File: config.mk
export PLATFORM = sky130hd
export DESIGN_NAME = reorder_buffer
export DESIGN_NICKNAME = d
export VERILOG_FILES = /design/src/rtl/reorder_buffer_pkg.sv /design/src/rtl/reorder_buffer_query_port.sv /design/src/rtl/reorder_buffer.sv
export SDC_FILE = /design/constraint.sdc
export NUM_CORES = 2
export LEC_CHECK = 0
export ABC_AREA = 1
export CORE_MARGIN = 2
export CORE_UTILIZATION = 55
export DETAILED_ROUTE_END_ITERATION = 7
export PLACE_DENSITY_LB_ADDON = 0.15
export SLEW_MARGIN = 20
export SYNTH_ARGS = -nofsm -noshare
export SYNTH_HDL_FRONTEND = slang
export SYNTH_HIERARCHICAL = 1
export SYNTH_SLANG_ARGS = --single-unit
export TNS_END_PERCENT = 10
File: constraint.sdc
create_clock -name clk_in -period 43.7 [get_ports clk_in]
set_input_delay 4.37 -clock clk_in [delete_from_list [all_inputs] [get_ports clk_in]]
set_output_delay 4.37 -clock clk_in [all_outputs]
set_load 0.01 [all_outputs]
File: src/rtl/reorder_buffer_pkg.sv
// Shared types and constants for the reorder buffer.
// Tag 0 is reserved as "no producer", so a W-bit tag space holds 2^W-1 slots.
package reorder_buffer_pkg;

   localparam int ROB_TAG_W_DEF = 4;
   localparam int ROB_SIZE      = (1 << ROB_TAG_W_DEF) - 1;
   localparam int REG_W         = 5;
   localparam int DATA_W        = 32;

   typedef logic [ROB_TAG_W_DEF-1:0] rob_t;
   typedef logic [REG_W-1:0]         reg_t;
   typedef logic [DATA_W-1:0]        data_t;

   localparam rob_t  ROB_RESET  = '0;
   localparam reg_t  REG_RESET  = '0;
   localparam data_t DATA_RESET = '0;

   typedef enum logic [1:0] {
      ROB_KIND_NORMAL = 2'd0,
      ROB_KIND_BRANCH = 2'd1,
      ROB_KIND_STORE  = 2'd2
   } rob_kind_e;

endpackage

File: src/rtl/reorder_buffer_query_port.sv
// Operand lookup into the reorder buffer with CDB bypass.
// Ports:
//   q_tag_i     producer tag being asked about (0 = no producer)
//   busy_i      per-slot busy flags
//   ready_i     per-slot result-ready flags
//   value_i     per-slot results
//   wb_valid_i  CDB broadcast this cycle (already qualified by the caller)
//   wb_tag_i    CDB tag
//   wb_value_i  CDB result
//   ready_o     producer value is available now
//   value_o     that value (0 when not available or tag 0)
module reorder_buffer_query_port
   import reorder_buffer_pkg::*;
#(
   parameter int TAG_W = ROB_TAG_W_DEF
)
(
   input  logic [TAG_W-1:0]      q_tag_i,
   input  logic [(1<<TAG_W)-1:0] busy_i,
   input  logic [(1<<TAG_W)-1:0] ready_i,
   input  data_t                 value_i [1<<TAG_W],
   input  logic                  wb_valid_i,
   input  logic [TAG_W-1:0]      wb_tag_i,
   input  data_t                 wb_value_i,
   output logic                  ready_o,
   output data_t                 value_o
);

   always_comb begin
      ready_o = 1'b0;
      value_o = DATA_RESET;
      if (q_tag_i == '0) begin
         ready_o = 1'b1;
      end else if (busy_i[q_tag_i] && ready_i[q_tag_i]) begin
         ready_o = 1'b1;
         value_o = value_i[q_tag_i];
      end else if (wb_valid_i && (wb_tag_i == q_tag_i)) begin
         // result is on the CDB right now; forward it instead of waiting a cycle
         ready_o = 1'b1;
         value_o = wb_value_i;
      end
   end

endmodule

File: src/rtl/reorder_buffer.sv
// Circular reorder buffer: allocates at the tail, collects CDB results,
// and retires one instruction per cycle in program order from the head.
// A retiring mispredicted branch flushes every slot and redirects the PC.
// Ports:
//   clk_in, rst_in (async, active-high), rdy_in (low = hold all state)
//   alloc_*          dispatcher allocation at alloc_tag_out; full_out when 15 live
//   q1_*/q2_*        operand producer lookup with CDB bypass (combinational)
//   wb_*             CDB writeback: value, mispredict flag, corrected target
//   commit_*         registered commit pulse with rd/value/tag of the retired slot
//   store_commit_out head store retired
//   rollback_*       registered flush pulse and redirect PC
module reorder_buffer
   import reorder_buffer_pkg::*;
#(
   parameter int ROB_TAG_W = ROB_TAG_W_DEF
)
(
   input  logic                 clk_in,
   input  logic                 rst_in,
   input  logic                 rdy_in,
   input  logic                 alloc_valid_in,
   input  reg_t                 alloc_rd_in,
   input  logic [1:0]           alloc_kind_in,
   output logic [ROB_TAG_W-1:0] alloc_tag_out,
   output logic                 full_out,
   input  logic [ROB_TAG_W-1:0] q1_tag_in,
   input  logic [ROB_TAG_W-1:0] q2_tag_in,
   output logic                 q1_ready_out,
   output logic                 q2_ready_out,
   output data_t                q1_value_out,
   output data_t                q2_value_out,
   input  logic                 wb_valid_in,
   input  logic [ROB_TAG_W-1:0] wb_tag_in,
   input  data_t                wb_value_in,
   input  logic                 wb_mispredict_in,
   input  logic [31:0]          wb_target_in,
   output logic                 commit_flag_out,
   output reg_t                 commit_rd_out,
   output data_t                commit_value_out,
   output logic [ROB_TAG_W-1:0] commit_tag_out,
   output logic                 store_commit_out,
   output logic                 rollback_flag_out,
   output logic [31:0]          rollback_pc_out
);

   localparam int NSLOT      = 1 << ROB_TAG_W;
   localparam int ROB_SIZE_L = NSLOT - 1;

   typedef logic [ROB_TAG_W-1:0] tag_t;

   localparam tag_t TAG_ONE = tag_t'(1);
   localparam tag_t TAG_MAX = tag_t'(ROB_SIZE_L);

   // tag 0 is never a slot, so the pointers wrap from the last slot back to 1
   function automatic tag_t next_tag(input tag_t t);
      return (t == TAG_MAX) ? TAG_ONE : t + TAG_ONE;
   endfunction

   logic [NSLOT-1:0] busy_q, busy_d;
   logic [NSLOT-1:0] ready_q, ready_d;
   logic [NSLOT-1:0] misp_q, misp_d;
   reg_t             rd_q     [NSLOT];
   reg_t             rd_d     [NSLOT];
   rob_kind_e        kind_q   [NSLOT];
   rob_kind_e        kind_d   [NSLOT];
   data_t            value_q  [NSLOT];
   data_t            value_d  [NSLOT];
   logic [31:0]      target_q [NSLOT];
   logic [31:0]      target_d [NSLOT];

   tag_t head_q, head_d;
   tag_t tail_q, tail_d;
   tag_t count_q, count_d;

   logic        commit_flag_q, commit_flag_d;
   reg_t        commit_rd_q, commit_rd_d;
   data_t       commit_value_q, commit_value_d;
   tag_t        commit_tag_q, commit_tag_d;
   logic        store_commit_q, store_commit_d;
   logic        rollback_flag_q, rollback_flag_d;
   logic [31:0] rollback_pc_q, rollback_pc_d;

   logic full;
   logic wb_live;
   logic do_commit;
   logic do_flush;
   logic do_wb;
   logic do_alloc;

   assign full = (count_q == TAG_MAX);

   // While the flush pulse is out, incoming alloc/wb belong to squashed work.
   assign wb_live   = wb_valid_in & ~rollback_flag_q;
   assign do_commit = busy_q[head_q] & ready_q[head_q];
   assign do_flush  = do_commit & misp_q[head_q];
   assign do_wb     = wb_live & (wb_tag_in != '0) & busy_q[wb_tag_in] & ~do_flush;
   assign do_alloc  = alloc_valid_in & ~full & ~rollback_flag_q & ~do_flush;

   always_comb begin
      busy_d          = busy_q;
      ready_d         = ready_q;
      misp_d          = misp_q;
      rd_d            = rd_q;
      kind_d          = kind_q;
      value_d         = value_q;
      target_d        = target_q;
      head_d          = head_q;
      tail_d          = tail_q;
      count_d         = count_q;
      commit_flag_d   = 1'b0;
      store_commit_d  = 1'b0;
      rollback_flag_d = 1'b0;
      commit_rd_d     = commit_rd_q;
      commit_value_d  = commit_value_q;
      commit_tag_d    = commit_tag_q;
      rollback_pc_d   = rollback_pc_q;

      if (rdy_in) begin
         if (do_wb) begin
            ready_d[wb_tag_in]  = 1'b1;
            value_d[wb_tag_in]  = wb_value_in;
            misp_d[wb_tag_in]   = wb_mispredict_in;
            target_d[wb_tag_in] = wb_target_in;
         end

         if (do_alloc) begin
            busy_d[tail_q]  = 1'b1;
            ready_d[tail_q] = 1'b0;
            misp_d[tail_q]  = 1'b0;
            rd_d[tail_q]    = alloc_rd_in;
            kind_d[tail_q]  = rob_kind_e'(alloc_kind_in);
            tail_d          = next_tag(tail_q);
         end

         // commit decision uses pre-edge ready, so it overrides a same-cycle wb to head
         if (do_commit) begin
            busy_d[head_q]  = 1'b0;
            ready_d[head_q] = 1'b0;
            head_d          = next_tag(head_q);
            commit_flag_d   = 1'b1;
            commit_rd_d     = rd_q[head_q];
            commit_value_d  = value_q[head_q];
            commit_tag_d    = head_q;
            store_commit_d  = (kind_q[head_q] == ROB_KIND_STORE);
         end

         case ({do_alloc, do_commit})
            2'b10:   count_d = count_q + TAG_ONE;
            2'b01:   count_d = count_q - TAG_ONE;
            default: count_d = count_q;
         endcase

         if (do_flush) begin
            busy_d          = '0;
            ready_d         = '0;
            misp_d          = '0;
            head_d          = TAG_ONE;
            tail_d          = TAG_ONE;
            count_d         = '0;
            rollback_flag_d = 1'b1;
            rollback_pc_d   = target_q[head_q];
         end
      end
   end

   always_ff @(posedge clk_in or posedge rst_in) begin
      if (rst_in) begin
         busy_q  <= '0;
         ready_q <= '0;
         misp_q  <= '0;
         for (int i = 0; i < NSLOT; i++) begin
            rd_q[i]     <= REG_RESET;
            kind_q[i]   <= ROB_KIND_NORMAL;
            value_q[i]  <= DATA_RESET;
            target_q[i] <= '0;
         end
         head_q          <= TAG_ONE;
         tail_q          <= TAG_ONE;
         count_q         <= '0;
         commit_flag_q   <= 1'b0;
         commit_rd_q     <= REG_RESET;
         commit_value_q  <= DATA_RESET;
         commit_tag_q    <= '0;
         store_commit_q  <= 1'b0;
         rollback_flag_q <= 1'b0;
         rollback_pc_q   <= '0;
      end else begin
         busy_q          <= busy_d;
         ready_q         <= ready_d;
         misp_q          <= misp_d;
         rd_q            <= rd_d;
         kind_q          <= kind_d;
         value_q         <= value_d;
         target_q        <= target_d;
         head_q          <= head_d;
         tail_q          <= tail_d;
         count_q         <= count_d;
         commit_flag_q   <= commit_flag_d;
         commit_rd_q     <= commit_rd_d;
         commit_value_q  <= commit_value_d;
         commit_tag_q    <= commit_tag_d;
         store_commit_q  <= store_commit_d;
         rollback_flag_q <= rollback_flag_d;
         rollback_pc_q   <= rollback_pc_d;
      end
   end

   reorder_buffer_query_port #(.TAG_W(ROB_TAG_W)) u_rob_query_port_q1 (
      .q_tag_i    (q1_tag_in),
      .busy_i     (busy_q),
      .ready_i    (ready_q),
      .value_i    (value_q),
      .wb_valid_i (wb_live),
      .wb_tag_i   (wb_tag_in),
      .wb_value_i (wb_value_in),
      .ready_o    (q1_ready_out),
      .value_o    (q1_value_out)
   );

   reorder_buffer_query_port #(.TAG_W(ROB_TAG_W)) u_rob_query_port_q2 (
      .q_tag_i    (q2_tag_in),
      .busy_i     (busy_q),
      .ready_i    (ready_q),
      .value_i    (value_q),
      .wb_valid_i (wb_live),
      .wb_tag_i   (wb_tag_in),
      .wb_value_i (wb_value_in),
      .ready_o    (q2_ready_out),
      .value_o    (q2_value_out)
   );

   assign alloc_tag_out     = tail_q;
   assign full_out          = full;
   assign commit_flag_out   = commit_flag_q;
   assign commit_rd_out     = commit_rd_q;
   assign commit_value_out  = commit_value_q;
   assign commit_tag_out    = commit_tag_q;
   assign store_commit_out  = store_commit_q;
   assign rollback_flag_out = rollback_flag_q;
   assign rollback_pc_out   = rollback_pc_q;

endmodule

==> out/metrics.yaml <==
hold_violations: 0
timing.rr.start: "head_q[0]"
clockBufferDepth: 3
p_per_area_mw_per_mm2: 53.3
io_buffers: 235
rsz0062_at_grt: "false"
max-cap-violations: 0
tightestPinTransition_ns: 1.26
critPathCapture: "q1_value_out[1]"
fin_area_sq_mm: 0.0796
synth-edff-count: 0
ys_types: 42
synth_cells: 10800
syn-cell-area_sq_mm: 0.0732
skew_ns: 0.0331
ios: 236
gr-usage-all-layers_pct: 40.9
max_slew_margin_pct: 15.8
fin_ws_ns: 30.53
cts_buffers: 146
yosysWarnings: 6
synth_top_area_cell: "dfrtp_1"
holdCritPathClass: "flop to flop"
cts-resized-gates: 0
initial_core_util_pct: 55.5
netlist.area_leader.share_pct: 43.4
grt_max_degree: 247
hold_ws_ns: 0.370
post_dp_cell_area_sq_mm: 0.0747
clk_pin_slew_ns: 0.06
synth.top_cells.by_area: "dfrtp_1 (43%), nand2_1 (17%), o21ai_0 (12%)"
p_leak_uw: 0.0404
drc: 10
hold_buffers: 0
design.core.area_sq_mm: 0.132
slew_violations: 0
place_ws_ns: 30.92
drt-pass1-iter-count: 8
die-area_sq_mm: 0.136
root_buffer: "clkbuf_16"
cp-end-kind: "output port"
drtIter0Drc: 11100
clkSinkCount: 1272
wl_per_cell_um: 23.1
postSynth.asyncResetShare_pct: 100
antenna_found_initial: 12
syn_nets: 10900
num_vias: 75000
synth_ff_type: "dfrtp_1"
grt_pass1_vias: 70800
yosys-top-cells-count: "nand2_1 (3327), o21ai_0 (1690), nor2_1 (1271)"
fp.dieW_um: 369
gp_congestion: 0.933
failed_checks: "design-rule violations"
setup_viol: 0
fin_crit_sh_pct: 30.1
worst-endpoint-arrival_ns: 8.80
crit_type: "input port to output port"
synth_area_per_cell_sq_um: 6.80
die_y_um: 369
crit_required_ns: 39.33
setup.worst_path.start: "q1_tag_in[1]"
tns_ns: 0
period_minus_slack_ns: 13.17
ant_nets: 0
cp-start-kind: "input port"
status: "complete, but fails checks"
tritoncts: "done"
drt_wl_total_um: 283000
synth_seq_cells: 1272
hpwl_um: 156000
row_count: 133
max_freq_mhz: 75.9
avgViaCountPerCell: 6.13
synth_most_common_cell: "nand2_1"
nets: 10500
ys_seq_area_share_pct: 43.5
clk_latency_ns: 0.83
rr_endpoint: "value_q[371]"
r2r_cells: 17
irDropWorstVdd_mv: 0.0432
grt-ovfl-total: 0
rrSetupSlack_ns: 36.09
cts_max_level: 4
drive_above_1_share_pct: 4.47
post_cts_buffers: 0
grt_pass1_wl_um: 429000
cp_max_fo: 60
fin_total_pwr_uw: 4240
area_growth_pct: 8.84
per-stage QoR:
stage / utilization, % / cells
2_1_floorplan: - / 10800
3_3_place_gp: 56.6 / 12000
3_5_place_dp: 56.6 / 12000
4_1_cts: 60.4 / 12200
5_1_grt: 60.4 / 12200
6_report: 60.4 / 12200
placed cells by master, fill, tap and decap left out, types with 10 or more instances in the layout:
cell             synthesis  routed
o311ai_0                14      14
o21ai_1                233     233
clkdlybuf4s50_1          0     227
diode_2                  0      10
clkbuf_8                 0      29
nor3_1                  36      36
clkinv_2                 0      33
nor2_1                1271    1259
clkbuf_1               466      26
inv_1                  573     564
o21bai_1                14      14
buf_4                   44     127
clkbuf_16                0     149
nand4_1                 89      89
nand3_1                626     620
dfrtp_1               1270    1269
ha_1                    12      12
nand2_1               3327    3323
inv_2                   11      13
nor2_4                   7      28
nand2_2                  9      12
o21ai_0               1690    1690
a21oi_1                559     559
a21o_1                  31      31
power breakdown:
group          total, uW  internal (uW)  switching (uW)
logic               1420            445             973
registers           1550           1390             156
clock network       1280            734             543
total               4240           2570            1670
how the worst min path moves through the flow:
stage,start,to,slack [ns],depth (start not counted)
6_report,target_q[495],target_q[495],0.37,0
5_1_grt,target_q[489],target_q[489],0.38,0
4_1_cts,target_q[489],target_q[489],0.37,0
3_5_place_dp,target_q[489],target_q[489],0.36,0
3_3_place_gp,target_q[489],target_q[489],0.36,0
2_1_floorplan,target_q[511],target_q[511],0.42,1
area by class of cell:
type	count	area, sq um
fillers	12200	52200
inverters	591	2260
diodes	10	25.0
multi-input cells	7973	35000
clock buffers	204	4230
repair buffers	368	3410
well taps	1755	2200
flip-flops and latches	1272	31800
clock inverters	57	712
cells by family (layout without fill, tap and decap cells):
family                     count (synthesis)  after routing  share of synthesized area (%)
AOI/OAI and AO/OA                       2555           2555                           17.7
and+or+nand+nor                         5394           5394                           29.4
other                                      0             10                              0
buffers and inverters                   1512           1220                           9.00
DFF                                     1272           1272                           43.5
adders and majority gates                 12             12                          0.205
xor gates and xnor gates                   6              6                         0.0718
muxes                                      6              6                         0.0821
layer usage:
layer / GRT usage, % / share of wire, % / wire, um
met1: 53.1 / 38 / 107000
met2: 62.1 / 43 / 122000
met3: 10.1 / 12 / 35300
met4: 24.5 / 6.4 / 18100
met5: 0 / 0.011 / 30
state kept, by name (all words and copies together), names as in the netlist, 5 cells and up:
signal	cells
commit_value_out	32
rd_q	80
ready_q	16
misp_q	16
value_q	512
rollback_pc_out	32
busy_q	16
commit_rd_out	5
kind_q	32
target_q	512
critical path: stages:
cell	delay (ns)
buf_4	0.57
inv_4	0.29
buf_4	0.49
nand2_2	0.52
buf_4	0.69
nor2_1	0.08
nor2_1	0.13
nand2_1	0.06
nand2_1	0.05
nand2_1	0.06
nor2_1	0.15
nor2_1	0.10
nor2_1	0.49
clkdlybuf4s50_1	0.65
(Power assumes the default switching activity.)
